## src/rtl/eth_mac_10g_stats.sv

```systemverilog
// Statistics block for a 10G Ethernet MAC: saturating RX/TX event and byte counters
// with a one-cycle-latency read port and optional clear-on-read.
module eth_mac_10g_stats #(
  parameter int unsigned KEEP_WIDTH    = 8,
  parameter int unsigned COUNTER_WIDTH = 32,
  parameter int unsigned CLEAR_ON_READ = 1
) (
  input  logic                     clk,
  input  logic                     rst,
  input  logic [KEEP_WIDTH-1:0]    rx_axis_tkeep,
  input  logic                     rx_axis_tvalid,
  input  logic                     rx_axis_tlast,
  input  logic                     rx_axis_tuser,
  input  logic                     rx_error_bad_fcs,
  input  logic                     rx_bad_block,
  input  logic                     rx_block_lock,
  input  logic                     rx_high_ber,
  input  logic [KEEP_WIDTH-1:0]    tx_axis_tkeep,
  input  logic                     tx_axis_tvalid,
  input  logic                     tx_axis_tready,
  input  logic                     tx_axis_tlast,
  input  logic                     tx_error_underflow,
  input  logic                     stats_enable,
  input  logic                     rd_en,
  input  logic [3:0]               rd_addr,
  output logic [COUNTER_WIDTH-1:0] rd_data,
  output logic                     rd_valid
);

  localparam int NumCnt = 10;
  // Wide enough for a counter plus a full 16-bit frame byte total without overflow.
  localparam int unsigned IncW = (COUNTER_WIDTH > 16) ? COUNTER_WIDTH + 1 : 17;
  localparam logic [IncW-1:0] CntMax = {{(IncW - COUNTER_WIDTH){1'b0}}, {COUNTER_WIDTH{1'b1}}};

  function automatic logic [15:0] popcount(input logic [KEEP_WIDTH-1:0] keep);
    logic [15:0] n;
    n = '0;
    for (int i = 0; i < KEEP_WIDTH; i++) n = n + 16'(keep[i]);
    return n;
  endfunction

  logic [COUNTER_WIDTH-1:0] cnt_q [NumCnt];
  logic [COUNTER_WIDTH-1:0] cnt_d [NumCnt];
  logic [IncW-1:0]          inc   [NumCnt];
  logic [15:0]              acc_q, acc_d, acc_sat;
  logic [16:0]              acc_sum;
  logic                     lock_q, ber_q;
  logic                     rx_eof, tx_acc;
  logic [COUNTER_WIDTH-1:0] rd_data_q, rd_data_d;
  logic                     rd_valid_q;
  logic [IncW-1:0]          base, sum;

  always_comb begin
    rx_eof  = rx_axis_tvalid & rx_axis_tlast;
    tx_acc  = tx_axis_tvalid & tx_axis_tready;
    acc_sum = {1'b0, acc_q} + {1'b0, popcount(rx_axis_tkeep)};
    acc_sat = acc_sum[16] ? 16'hFFFF : acc_sum[15:0];
    acc_d   = acc_q;
    // The accumulator runs regardless of stats_enable; only the counter update is gated.
    if (rx_axis_tvalid) acc_d = rx_axis_tlast ? 16'h0000 : acc_sat;
  end

  always_comb begin
    for (int i = 0; i < NumCnt; i++) inc[i] = '0;
    if (stats_enable) begin
      inc[0] = IncW'(rx_eof & ~rx_axis_tuser);
      inc[1] = IncW'(rx_eof & rx_axis_tuser);
      inc[2] = IncW'(rx_error_bad_fcs);
      inc[3] = (rx_eof & ~rx_axis_tuser) ? IncW'(acc_sat) : '0;
      inc[4] = IncW'(tx_acc & tx_axis_tlast);
      inc[5] = tx_acc ? IncW'(popcount(tx_axis_tkeep)) : '0;
      inc[6] = IncW'(tx_error_underflow);
      inc[7] = IncW'(rx_bad_block);
      inc[8] = IncW'(lock_q & ~rx_block_lock);
      inc[9] = IncW'(~ber_q & rx_high_ber);
    end
  end

  always_comb begin
    base = '0;
    sum  = '0;
    for (int i = 0; i < NumCnt; i++) begin
      // A cleared counter restarts from this cycle's increment so no event is lost.
      if ((CLEAR_ON_READ != 0) && rd_en && (rd_addr == 4'(i))) base = '0;
      else base = IncW'(cnt_q[i]);
      sum      = base + inc[i];
      cnt_d[i] = (sum > CntMax) ? {COUNTER_WIDTH{1'b1}} : sum[COUNTER_WIDTH-1:0];
    end
  end

  always_comb begin
    rd_data_d = rd_data_q;
    if (rd_en) begin
      rd_data_d = '0;
      for (int i = 0; i < NumCnt; i++) begin
        if (rd_addr == 4'(i)) rd_data_d = cnt_q[i];
      end
    end
  end

  always_ff @(posedge clk or posedge rst) begin
    if (rst) begin
      for (int i = 0; i < NumCnt; i++) cnt_q[i] <= '0;
      acc_q      <= '0;
      lock_q     <= 1'b0;
      ber_q      <= 1'b0;
      rd_data_q  <= '0;
      rd_valid_q <= 1'b0;
    end else begin
      for (int i = 0; i < NumCnt; i++) cnt_q[i] <= cnt_d[i];
      acc_q      <= acc_d;
      lock_q     <= rx_block_lock;
      ber_q      <= rx_high_ber;
      rd_data_q  <= rd_data_d;
      rd_valid_q <= rd_en;
    end
  end

  assign rd_data  = rd_data_q;
  assign rd_valid = rd_valid_q;

endmodule

```

## config.mk

```make
export PLATFORM = sky130hd
export DESIGN_NAME = eth_mac_10g_stats
export DESIGN_NICKNAME = d
export VERILOG_FILES = /design/src/rtl/eth_mac_10g_stats.sv
export SDC_FILE = /design/constraint.sdc
export NUM_CORES = 1
export LEC_CHECK = 0
export CAP_MARGIN = 20
export CORE_MARGIN = 2
export CORE_UTILIZATION = 45
export DETAILED_ROUTE_END_ITERATION = 8
export GPL_TIMING_DRIVEN = 0
export PLACE_DENSITY = 0.59
export SLEW_MARGIN = 30
export SYNTH_ARGS = -nofsm -noshare
export SYNTH_HDL_FRONTEND = slang
export SYNTH_SLANG_ARGS = --single-unit
```

## constraint.sdc

```tcl
create_clock -name clk -period 15.7 [get_ports clk]
set_clock_uncertainty 0.2 [all_clocks]
set_input_delay 3.14 -clock clk [delete_from_list [all_inputs] [get_ports clk]]
set_output_delay 3.14 -clock clk [all_outputs]
set_load 0.05 [all_outputs]
```

# Yosys cells after proc, flatten, opt, wreduce, memory -nomap -nowiden
# Cells that the tools add are included.
dict set report totals {
  regBits 371
  inputBits 35
  out_inout_bits 33
  elab_cells 117
}
dict set report op_classes {
  addsub 25
  magnitude_cmp 10
  eq_ne 9
  mux 35
  n_bitwise 12
  reduce_logical 11
}
# op n
set ops {}
lappend ops {{$mux W32} 30}
lappend ops {{$add A33 B33 Y33} 10}
lappend ops {{$gt A33 B32 Y1 const B} 10}
lappend ops {{$mux W330} 1}
lappend ops {{$not A1 Y33} 3}
lappend ops {{$and A1 B33 Y33} 2}
lappend ops {{$mux W16} 3}
lappend ops {{$and A33 B1 Y33} 1}
lappend ops {{$add A16 B8 Y17} 1}
lappend ops {{$add A7 B1 Y8} 2}
lappend ops {{$eq A4 B3 Y1 const B} 4}
lappend ops {{$add A6 B1 Y7} 2}
lappend ops {{$add A5 B1 Y6} 2}
lappend ops {{$add A4 B1 Y5} 2}
lappend ops {{$logic_and A1 B1 Y1} 10}
lappend ops {{$add A3 B1 Y4} 2}
lappend ops {{$eq A4 B2 Y1 const B} 2}
lappend ops {{$eq A4 B4 Y1 const B} 2}
lappend ops {{$mux W8} 1}
lappend ops {{$add A2 B1 Y3} 2}
lappend ops {{$and A1 B1 Y1} 5}
lappend ops {{$add A1 B1 Y2} 2}
lappend ops {{$eq A4 B1 Y1 const B} 1}
lappend ops {{$logic_not A4 Y1} 1}
lappend ops {{$not A1 Y1} 1}

# Logic depth before layout (Yosys ltp)
# Gate-level depths: netlist (run 1).
dict set report depth {
  word_depth 14
  ltp_mapped 24
  depth_no_buf 22
}

# Least setup slack after synthesis (run 1)
# No wires, ideal clock.
dict set report synth_path {
  path_type {input -> register}
  from {input port rx_axis_tkeep[0]}
  to {register cnt_q[219] (netlist name)}
  setup_time_ns 0.135
  arrival_ns 8.516
  required_time_ns 15.365
  setup_slack_ns 6.849
  cell_stages 22
  path_buffers 2
  cell_sequence {fa_1 > inv_1 > fa_1 > fa_1 > fa_1 > inv_1 > fa_1 > a21o_1 > a21oi_1 > and4b_1 > nand4_1 > clkbuf_1 > a21oi_1 > ha_1 > a21o_1 > a21oi_1 > nand4_1 > a211oi_2 > nor2b_1 > nand3_1 > buf_2 > o21ai_1}
}
# item line
set synth_rtl {}
lappend synth_rtl {{start, declared} 10} ;# input logic [KEEP_WIDTH-1:0] rx_axis_tkeep,
lappend synth_rtl {{end, declared} 42} ;# logic [COUNTER_WIDTH-1:0] cnt_q [NumCnt];

==> results of run 1 <==
## worst paths after layout
check                            startpoint         end  cells after the start
min                                acc_q[0]    acc_q[0]                      1
min in group asynchronous               rst    cnt_q[6]                      2
max reg2reg                        acc_q[0]  cnt_q[219]                     21
max in group asynchronous               rst  cnt_q[272]                      4
max                        rx_axis_tkeep[0]  cnt_q[219]                     23
min reg2reg                        acc_q[0]    acc_q[0]                      1
## where the power goes
| part | total, µW | switching, µW | internal [µW] |
|---|---|---|---|
| registers | 1120 | 91.6 | 1030 |
| logic | 399 | 239 | 160 |
| clock network | 1040 | 431 | 611 |
## sequential cells by signal, summed over array words and instances (netlist names)
name      count
ber_q         1
lock_q        1
acc_q        16
rd_valid      1
cnt_q       320
rd_data      32
## worst reg2reg max path, delay by kind of cell, from the launching register on
family	cells	cell delay [ps]
AO/OA/AOI/OAI	7	2020
adder cells (fa/ha/maj)	5	1900
buffers and inverters	4	830
flip-flops	1	370
AND/OR/NAND/NOR	5	1440
## per-layer routing
layer / vias up / global-route usage
li1: 9159 / -
met1: 9770 / 0.408
met2: 767 / 0.452
met3: 168 / 0.0524
met4: 0 / 0.138
met5: - / 0
## kinds of logic after synthesis
kind of cell	count (synthesis)	synth area share
AOI/OAI and AO/OA	578	0.157
xor gates and xnor gates	280	0.110
adders and majority gates	56	0.0350
buffers and inverters	203	0.0370
DFF	371	0.415
muxes	52	0.0282
and+or+nand+nor	991	0.219
## placed cells by master (no fill, tap or decap), types with 45 or more instances in the layout
cell type	n
inv_1	61
dfrtp_1	371
o21ai_0	260
nor3_1	46
xor2_1	156
xnor2_1	124
nand4_1	64
ha_1	45
nor2_1	182
clkdlybuf4s50_1	66
nand2_1	319
a21oi_1	112
and3_1	58
nand3_1	136
and2_1	54
clkbuf_1	110
## through the flow
step	util	total power, µW
2_1_floorplan	-	1370
6_report	0.519	2560
3_3_place_gp	0.487	1520
5_1_grt	0.519	2670
3_5_place_dp	0.489	1530
4_1_cts	0.519	2570
## final cells by class
class / instances / share of cell area
clock inverters: 15 / 0.00831
diodes: 2 / 0.000197
well taps: 664 / 0.0327
multi-input cells: 1957 / 0.483
clock buffers: 60 / 0.0479
repair buffers: 70 / 0.0303
flip-flops and latches: 371 / 0.365
inverters: 64 / 0.00974
plain buffers: 139 / 0.0231
==> run metrics, run 1 <==
Resized Gates After CTS=0; number of distinct library cells after synthesis=83; fill count=roughly 4700; gpl congestion=between 0.9 and 1; placed inst area=24000 µm²; crit path cell chain=clkdlybuf4s50_1, fa_1, inv_1, fa_1, fa_1, fa_1, inv_1, fa_1, a21o_1, a21oi_1, and4b_1, nand4_1, clkbuf_1, a21oi_1, ha_1, a21o_1, a21oi_1, nand4_1, a211oi_2, nor2b_1, nand3_1, buf_2, o21ai_1; Synth Net Count=2622; Final Worst Setup Slack=between 5000 and 6000 ps; most numerous cell in the Yosys netlist=dfrtp_1; Slowest-stage cell, CP=a211oi_2; hpwl dp=~58000 µm; H-tree levels=2; async set or reset register ratio after synthesis=1.00; slowest stage delay, CP=a little over 600 ps; LEAKAGE=about 0.011 µW; Die Y-Extent=227 µm; Cell Area, Synth=between 20000 and 25000 µm²; Total Wirelength=75400 µm; first-pass GRT wire length=about 120000 µm; Met3 Wirelength=about 5600 µm; Rows=81; Syn Inst Count=2531; syn avg cell area=between 8 and 9 µm²; Post-synth EDFFs=0; GRT Overall Usage=0.295; Sum Neg Setup Slack=0 ps; die area=51600 µm²; Register Area=9280 µm²; remaining global-route overflow=0; Final Critical Period=10060 ps; met1 wire length=between 30000 and 40000 µm; Hold Path Class=register to register; Final Instance Count excl. Fillers=approximately 3300; unrepaired setup endpoints after global routing=no; max cap viols=0; via count of the first global-routing pass=around 19000; ANT nets after route=0; Arrival @ worst endpoint=between 10000 and 15000 ps; WP buf/inv=5; dpl cells=around 3300; # DRC=0; io pins=just under 70; via count=approximately 20000; Final period util=0.641; setup repair bufs after CTS=0; synth cell count leaders=dfrtp_1, nand2_1, o21ai_0; largest cells by area after synthesis=dfrtp_1, xor2_1, o21ai_0; layout cells sized above 1=0.0602; antenna violations before repair=2; clk slew on worst S/H paths=~50 ps; CP top delay family=adder cells; worst hold slack=between 200 and 300 ps; CTS root buffer=clkbuf_16; maximum vdd drop=approximately 89 µV; Area growth, synth to finish=13.6%; I/O Buffers=66; post-synth top area cell=dfrtp_1; Core Area=roughly 49000 µm²; clk sinks=371; Req. time, crit path=between 15000 and 20000 ps; Nets=between 2000 and 3000; top-area cell type share of the netlist area=0.415; Max clock buf depth=3; crit path max fanout=10; setup slack, reg-to-reg=8790 ps; Worst-Skew Late Latency=just over 600 ps; Top FF cell, synth=dfrtp_1; TritonCTS Buffers=43; critical path class=primary input to register; final setup fails=0; Initial Utilization=0.456; Synth Register Bits=371; most used cell, CP=fa_1; Via density=5.94; final design instance area without fill=approximately 25000 µm²; Fin. Hold Viols=0; DRT Pass-1 Iters=6; pin count of the biggest net entering global routing=90; Power Dens Cells=roughly 100 nW/µm²; hold-fix buffers at CTS=0; Ys Warns=0; fmax=between 0.09 and 0.1 GHz; register area share after synthesis=0.415; CTS tree=yes; Slew @ Worst Pin=roughly 830 ps; Die W=between 200 and 250 µm; WL/cell=22.6 µm; max-slew violation total from the final report=0; DR WL met2=between 30000 and 40000 µm; top layer in use=met4; status=complete, no violations; Max transition margin=0.442; dpl ws=~5200 ps; crit end category=register; area of the multi-input gates=between 10000 and 15000 µm²; 1st-iter DRT viols=1965; Worst Setup Start Kind=primary input
Note: power is estimated with default switching activity, not from simulation.
==> inputs of run 2 (changes only) <==
==> constraint.sdc (replaced) <==
create_clock -name clk -period 9.7 [get_ports clk]
set_clock_uncertainty 0.2 [all_clocks]
set_input_delay 1.94 -clock clk [delete_from_list [all_inputs] [get_ports clk]]
set_output_delay 1.94 -clock clk [all_outputs]
set_load 0.05 [all_outputs]
==> run metrics, run 2 (synthesis gave the netlist of run 1 again) <==
layout cells sized above 1=0.0661 (was 0.0602); max-slew violation total from the final report=0 (unchanged); Register Area=9280 µm² (unchanged); Initial Utilization=0.456 (unchanged); max cap viols=0 (unchanged); Power Dens Cells=164 nW/µm² (was 101 nW/µm²); Slew @ Worst Pin=764 ps (was 834 ps); most frequent cells in the layout=dfrtp_1, nand2_1, o21ai_0 (unchanged); status=complete, no violations (unchanged); CTS tree=yes (unchanged); final setup fails=0 (unchanged); Max transition margin=0.489 (was 0.442); Via density=5.99 (was 5.94); die area=51600 µm² (unchanged); Net Switching=1240 µW (was 762 µW); LEAKAGE=0.0111 µW (was 0.0110 µW); Die Y-Extent=227 µm (unchanged); Area growth, synth to finish=14.9% (was 13.6%); Final period util=0.896; WL/cell=22.6 µm (about the same); fill count=4640 (was 4677); worst hold slack=290 ps (was 285 ps); GRT Overall Usage=0.297 (was 0.295); Reg with most FFs=cnt_q (unchanged); crit path max fanout=10 (unchanged); placed inst area=24200 µm² (was 24000 µm²); Comb pwr share=0.156 (about the same); via count=20105 (was 19864); clk sinks=371 (unchanged); DRT Pass-1 Iters=7 (was 6); n_diodes=0 (was 2); sequential power share=0.430 (was 0.438); gpl congestion=0.970 (was 0.959); fmax=about 0.12 GHz; Max clock buf depth=3 (unchanged); first-pass GRT wire length=116000 µm (was 115000 µm); Die W=227 µm (unchanged); Resized Gates After CTS=0 (unchanged); commonest non-fill, non-tap cell in the layout=dfrtp_1 (unchanged); H-tree levels=2 (unchanged); Worst Setup Start Kind=primary input (unchanged); Clk pwr share=0.414 (was 0.406); ANT nets after route=0 (unchanged); remaining global-route overflow=0 (unchanged); Total Wirelength=75900 µm (was 75400 µm); Req. time, crit path=9950 ps (was 15930 ps); I/O Buffers=66 (unchanged); Worst-Skew Late Latency=590 ps (was 610 ps); crit end category=register (unchanged); Final Critical Period=just under 9000 ps; critical path class=primary input to register (unchanged); TritonCTS Buffers=45 (was 43); 1st-iter DRT viols=1986 (was 1965); setup repair bufs after CTS=0 (unchanged); Core Area=49100 µm² (unchanged); clk slew on worst S/H paths=60 ps (was 50 ps); Nets=2750 (was 2737); Int Pwr=2990 µW (was 1800 µW); Fin. Hold Viols=0 (unchanged); final design instance area without fill=25700 µm² (was 25400 µm²); pin count of the biggest net entering global routing=29 (was 90); Net Sw Frac=0.292 (was 0.297); via count of the first global-routing pass=19102 (was 18895); maximum vdd drop=120 µV (was 88.7 µV); unrepaired setup endpoints after global routing=no (unchanged); final core occ=0.524 (was 0.519); hpwl dp=58500 µm (was 57500 µm); max reg flops=320 (unchanged); Hold Path Class=register to register (unchanged); io pins=68 (unchanged); # DRC=0 (unchanged); Rows=81 (unchanged); antenna violations before repair=0 (was 2); hold-fix buffers at CTS=0 (unchanged); area of the multi-input gates=12300 µm² (unchanged); CTS root buffer=clkbuf_16 (unchanged); Arrival @ worst endpoint=8940 ps (was 10290 ps)
## run 2: cell type report
class / instances / share of cell area
multi-input combinational: 1957 / 0.478
buffer: 139 / 0.0229
tap: 664 / 0.0323
clock buffer: 63 / 0.0503
inverter: 64 / 0.00948
timing repair buffer: 81 / 0.0382
sequential: 371 / 0.361
clock inverter: 17 / 0.00846
## run 2: metrics by stage
step / cells / worst slack, ps / total power (µW) / setup TNS (ps)
5_1_grt: 3356 / 451 / 4400 / 0
3_3_place_gp: 3261 / -225 / 2460 / -65990
2_1_floorplan: 2531 / 2050 / 2220 / 0
6_report: 3356 / 1010 / 4230 / 0
4_1_cts: 3356 / 1050 / 4250 / 0
3_5_place_dp: 3276 / 455 / 2490 / 0
## run 2: power by group through the flow
stage / clock, µW / sequential, µW / combinational, µW
after floorplan: 0 / 1820 / 399
after global placement: 0 / 1840 / 620
after detailed placement: 0 / 1840 / 652
after CTS: 1780 / 1820 / 657
after global routing: 1840 / 1830 / 728
final: 1750 / 1820 / 660
## run 2: per-layer routing
layer | vias to the layer above | GRT usage | share of wire
li1 | 9176 | - | -
met1 | 10031 | 0.411 | 0.43
met2 | 751 | 0.473 | 0.46
met3 | 147 | 0.0440 | 0.074
met4 | 0 | 0.113 | 0.038
met5 | - | 0 | 0
## run 2: worst paths after layout
kind / depth (start not counted) / slack [ps] / to / start
max: 24 / 1010 / cnt_q[204] / rx_axis_tkeep[0]
min: 1 / 290 / acc_q[0] / acc_q[0]
max reg2reg: 22 / 2950 / cnt_q[204] / acc_q[0]
min reg2reg: 1 / 290 / acc_q[0] / acc_q[0]
max in group asynchronous: 7 / 6460 / acc_q[5] / rst
min in group asynchronous: 2 / 1490 / cnt_q[59] / rst
## run 2: worst max-delay path: stages
cell and delay, ps:
clkdlybuf4s50_1 430, fa_1 530, inv_1 50, fa_1 440, fa_1 510, fa_1 190
inv_1 60, fa_1 390, a21o_1 190, a21oi_1 390, and4b_1 300, nand4_1 270
clkbuf_1 390, o21a_1 240, nor2_1 70, ha_1 210, a21o_1 190, a21oi_1 350
nand4_1 210, a211oi_2 560, nor2b_1 210, nand3_1 380, buf_2 310, nand3_1 100
==> inputs of run 3 (changes only) <==
--- a/config.mk
+++ b/config.mk
@@ -7,10 +7,10 @@
 export LEC_CHECK = 0
 export CAP_MARGIN = 20
 export CORE_MARGIN = 2
-export CORE_UTILIZATION = 45
+export CORE_UTILIZATION = 40
 export DETAILED_ROUTE_END_ITERATION = 8
 export GPL_TIMING_DRIVEN = 0
-export PLACE_DENSITY = 0.59
+export PLACE_DENSITY = 0.54
 export SLEW_MARGIN = 30
 export SYNTH_ARGS = -nofsm -noshare
 export SYNTH_HDL_FRONTEND = slang
==> run metrics, run 3 (synthesis gave the netlist of run 1 again) <==
status=complete, no violations (unchanged); Resized Gates After CTS=0 (unchanged); Fin. Hold Viols=0 (unchanged); CTS tree=yes (unchanged); WP buf/inv=5 (unchanged); Core Area=55200 µm² (was 49100 µm²); H-tree levels=2 (unchanged); remaining global-route overflow=0 (unchanged); Initial Utilization=0.406 (was 0.456); critical path class=primary input to register (unchanged); WL/cell=22.4 µm (was 22.6 µm); Reg with most FFs=cnt_q (unchanged); Slowest-stage cell, CP=a211oi_2 (unchanged); placed inst area=24300 µm² (was 24200 µm²); hold-fix buffers at CTS=0 (unchanged); area of the multi-input gates=12300 µm² (unchanged); GRT Overall Usage=0.269 (was 0.297); crit path max fanout=10 (unchanged); CP top delay family=adder cells (unchanged); I/O Buffers=66 (unchanged); Total Wirelength=77200 µm (was 75900 µm); LEAKAGE=0.0111 µW (about the same); via count=19823 (was 20105); clk slew on worst S/H paths=60 ps (about the same); max-slew violation total from the final report=0 (unchanged); crit path cell chain=clkdlybuf4s50_1, fa_1, inv_1, fa_1, fa_1, fa_1, inv_1, fa_1, a21o_1, a21oi_1, and4b_1, nand4_1, clkbuf_1, a21oi_1, ha_1, a21o_1, a21oi_1, nand4_1, a211oi_2, nor2b_1, nand3_1, buf_2, o21ai_1 (was clkdlybuf4s50_1, fa_1, inv_1, fa_1, fa_1, fa_1, inv_1, fa_1, a21o_1, a21oi_1, and4b_1, nand4_1, clkbuf_1, o21a_1, nor2_1, ha_1, a21o_1, a21oi_1, nand4_1, a211oi_2, nor2b_1, nand3_1, buf_2, nand3_1); die area=57900 µm² (was 51600 µm²); Die W=241 µm (was 227 µm); Area growth, synth to finish=15.3% (was 14.9%); Slew @ Worst Pin=844 ps (was 764 ps); final setup fails=0 (unchanged); first-pass GRT wire length=118000 µm (was 116000 µm); setup repair bufs after CTS=0 (unchanged); TritonCTS Buffers=46 (was 45); crit end category=register (unchanged); Power Total=4200 µW (was 4230 µW); clk sinks=371 (unchanged); DRT Pass-1 Iters=6 (was 7); Max transition margin=0.436 (was 0.489); CTS root buffer=clkbuf_16 (unchanged); dpl cells=3360 (was 3276); # DRC=0 (unchanged); fill count=5344 (was 4640); pin count of the biggest net entering global routing=29 (unchanged); Register Area=9280 µm² (unchanged); dpl ws=339 ps (was 455 ps); Worst Setup Start Kind=primary input (unchanged); maximum vdd drop=135 µV (was 120 µV); Nets=2751 (was 2750); ANT nets after route=0 (unchanged); max cap viols=0 (unchanged); most used cell, CP=fa_1 (unchanged); Req. time, crit path=9940 ps (was 9950 ps); Power Dens Cells=163 nW/µm² (was 164 nW/µm²); commonest non-fill, non-tap cell in the layout=dfrtp_1 (unchanged); Final Critical Period=8790 ps (was 8690 ps); Max clock buf depth=3 (unchanged); io pins=68 (unchanged); via count of the first global-routing pass=19103 (was 19102); 1st-iter DRT viols=1633 (was 1986); Die Y-Extent=241 µm (was 227 µm); slowest stage delay, CP=580 ps (was 560 ps); layout cells sized above 1=0.0657 (was 0.0661); Worst-Skew Late Latency=600 ps (was 590 ps); gpl congestion=0.947 (was 0.970); fmax=0.114 GHz (was 0.115 GHz); final design instance area without fill=25800 µm² (was 25700 µm²); Arrival @ worst endpoint=9030 ps (was 8940 ps); Hold Path Class=register to register (unchanged); Final Worst Setup Slack=909 ps (was 1010 ps); Via density=5.76 (was 5.99); unrepaired setup endpoints after global routing=no (unchanged); Final Instance Count excl. Fillers=3443 (was 3356); worst hold slack=282 ps (was 290 ps); most frequent cells in the layout=dfrtp_1, nand2_1, o21ai_0 (unchanged); max reg flops=320 (unchanged); antenna violations before repair=4 (was 0); hpwl dp=60200 µm (was 58500 µm); Final period util=0.906 (was 0.896); Rows=86 (was 81)
run 3: cell count changes in the layout (fill, tap and decap cells not counted):
cell        previous run  this run
clkbuf_1             109       111
clkbuf_16             45        46
diode_2                0         2
clkbuf_8              10         6
buf_12                12        11
clkinv_8               0         1
bufinv_16              5         4
clkinvlp_4             1         2
inv_6                  2         3
buf_16                 3         4
run 3: routing by layer:
metal  wire (µm)  vias to the layer above  part of all wire  global-route usage
met5          24                        -           0.00031                   0
met4        3310                        4             0.043               0.116
met3        5440                      146             0.070              0.0488
met2       35100                      682              0.45               0.419
met1       33400                     9815              0.43               0.368
li1            -                     9176                 -                   -
run 3: final cells by class:
| class | instances | area share |
|---|---|---|
| Antenna cell | 2 | 0.000194 |
| Sequential cell | 371 | 0.360 |
| Inverter | 64 | 0.00945 |
| Buffer | 139 | 0.0228 |
| Clock buffer | 62 | 0.0492 |
| Timing Repair Buffer | 81 | 0.0384 |
| Tap cell | 748 | 0.0362 |
| Multi-Input combinational cell | 1957 | 0.476 |
| Clock inverter | 19 | 0.00853 |
run 3: worst reg2reg max path: cells and delay by family, from the launching register on:
| family | cells | cell delay, ps |
|---|---|---|
| and+or+nand+nor | 5 | 1400 |
| DFF | 1 | 370 |
| AOI/OAI and AO/OA | 7 | 1980 |
| adders and majority gates | 5 | 1910 |
| buffers and inverters | 4 | 850 |
run 3: per-stage QoR:
stage / util / setup TNS, ps
6_report: 0.468 / 0
5_1_grt: 0.468 / 0
4_1_cts: 0.468 / 0
3_5_place_dp: 0.441 / 0
3_3_place_gp: 0.435 / -97960
2_1_floorplan: - / 0
run 3: where the power goes:
group | internal, µW | switching (µW)
Combinational | 267 | 388
Clock | 1030 | 703
Sequential | 1670 | 148
Total | 2960 | 1240
run 3: path summary, 6_finish.rpt:
| kind | from | to | slack (ps) | cells after the start |
|---|---|---|---|---|
| setup / recovery | rx_axis_tkeep[0] | cnt_q[219] | 910 | 23 |
| hold / removal | acc_q[0] | acc_q[0] | 280 | 1 |
| setup reg to reg | acc_q[0] | cnt_q[219] | 2850 | 21 |
| hold reg to reg | acc_q[0] | acc_q[0] | 280 | 1 |
| max in group asynchronous | rst | acc_q[0] | 6150 | 8 |
| min in group asynchronous | rst | cnt_q[23] | 1560 | 2 |
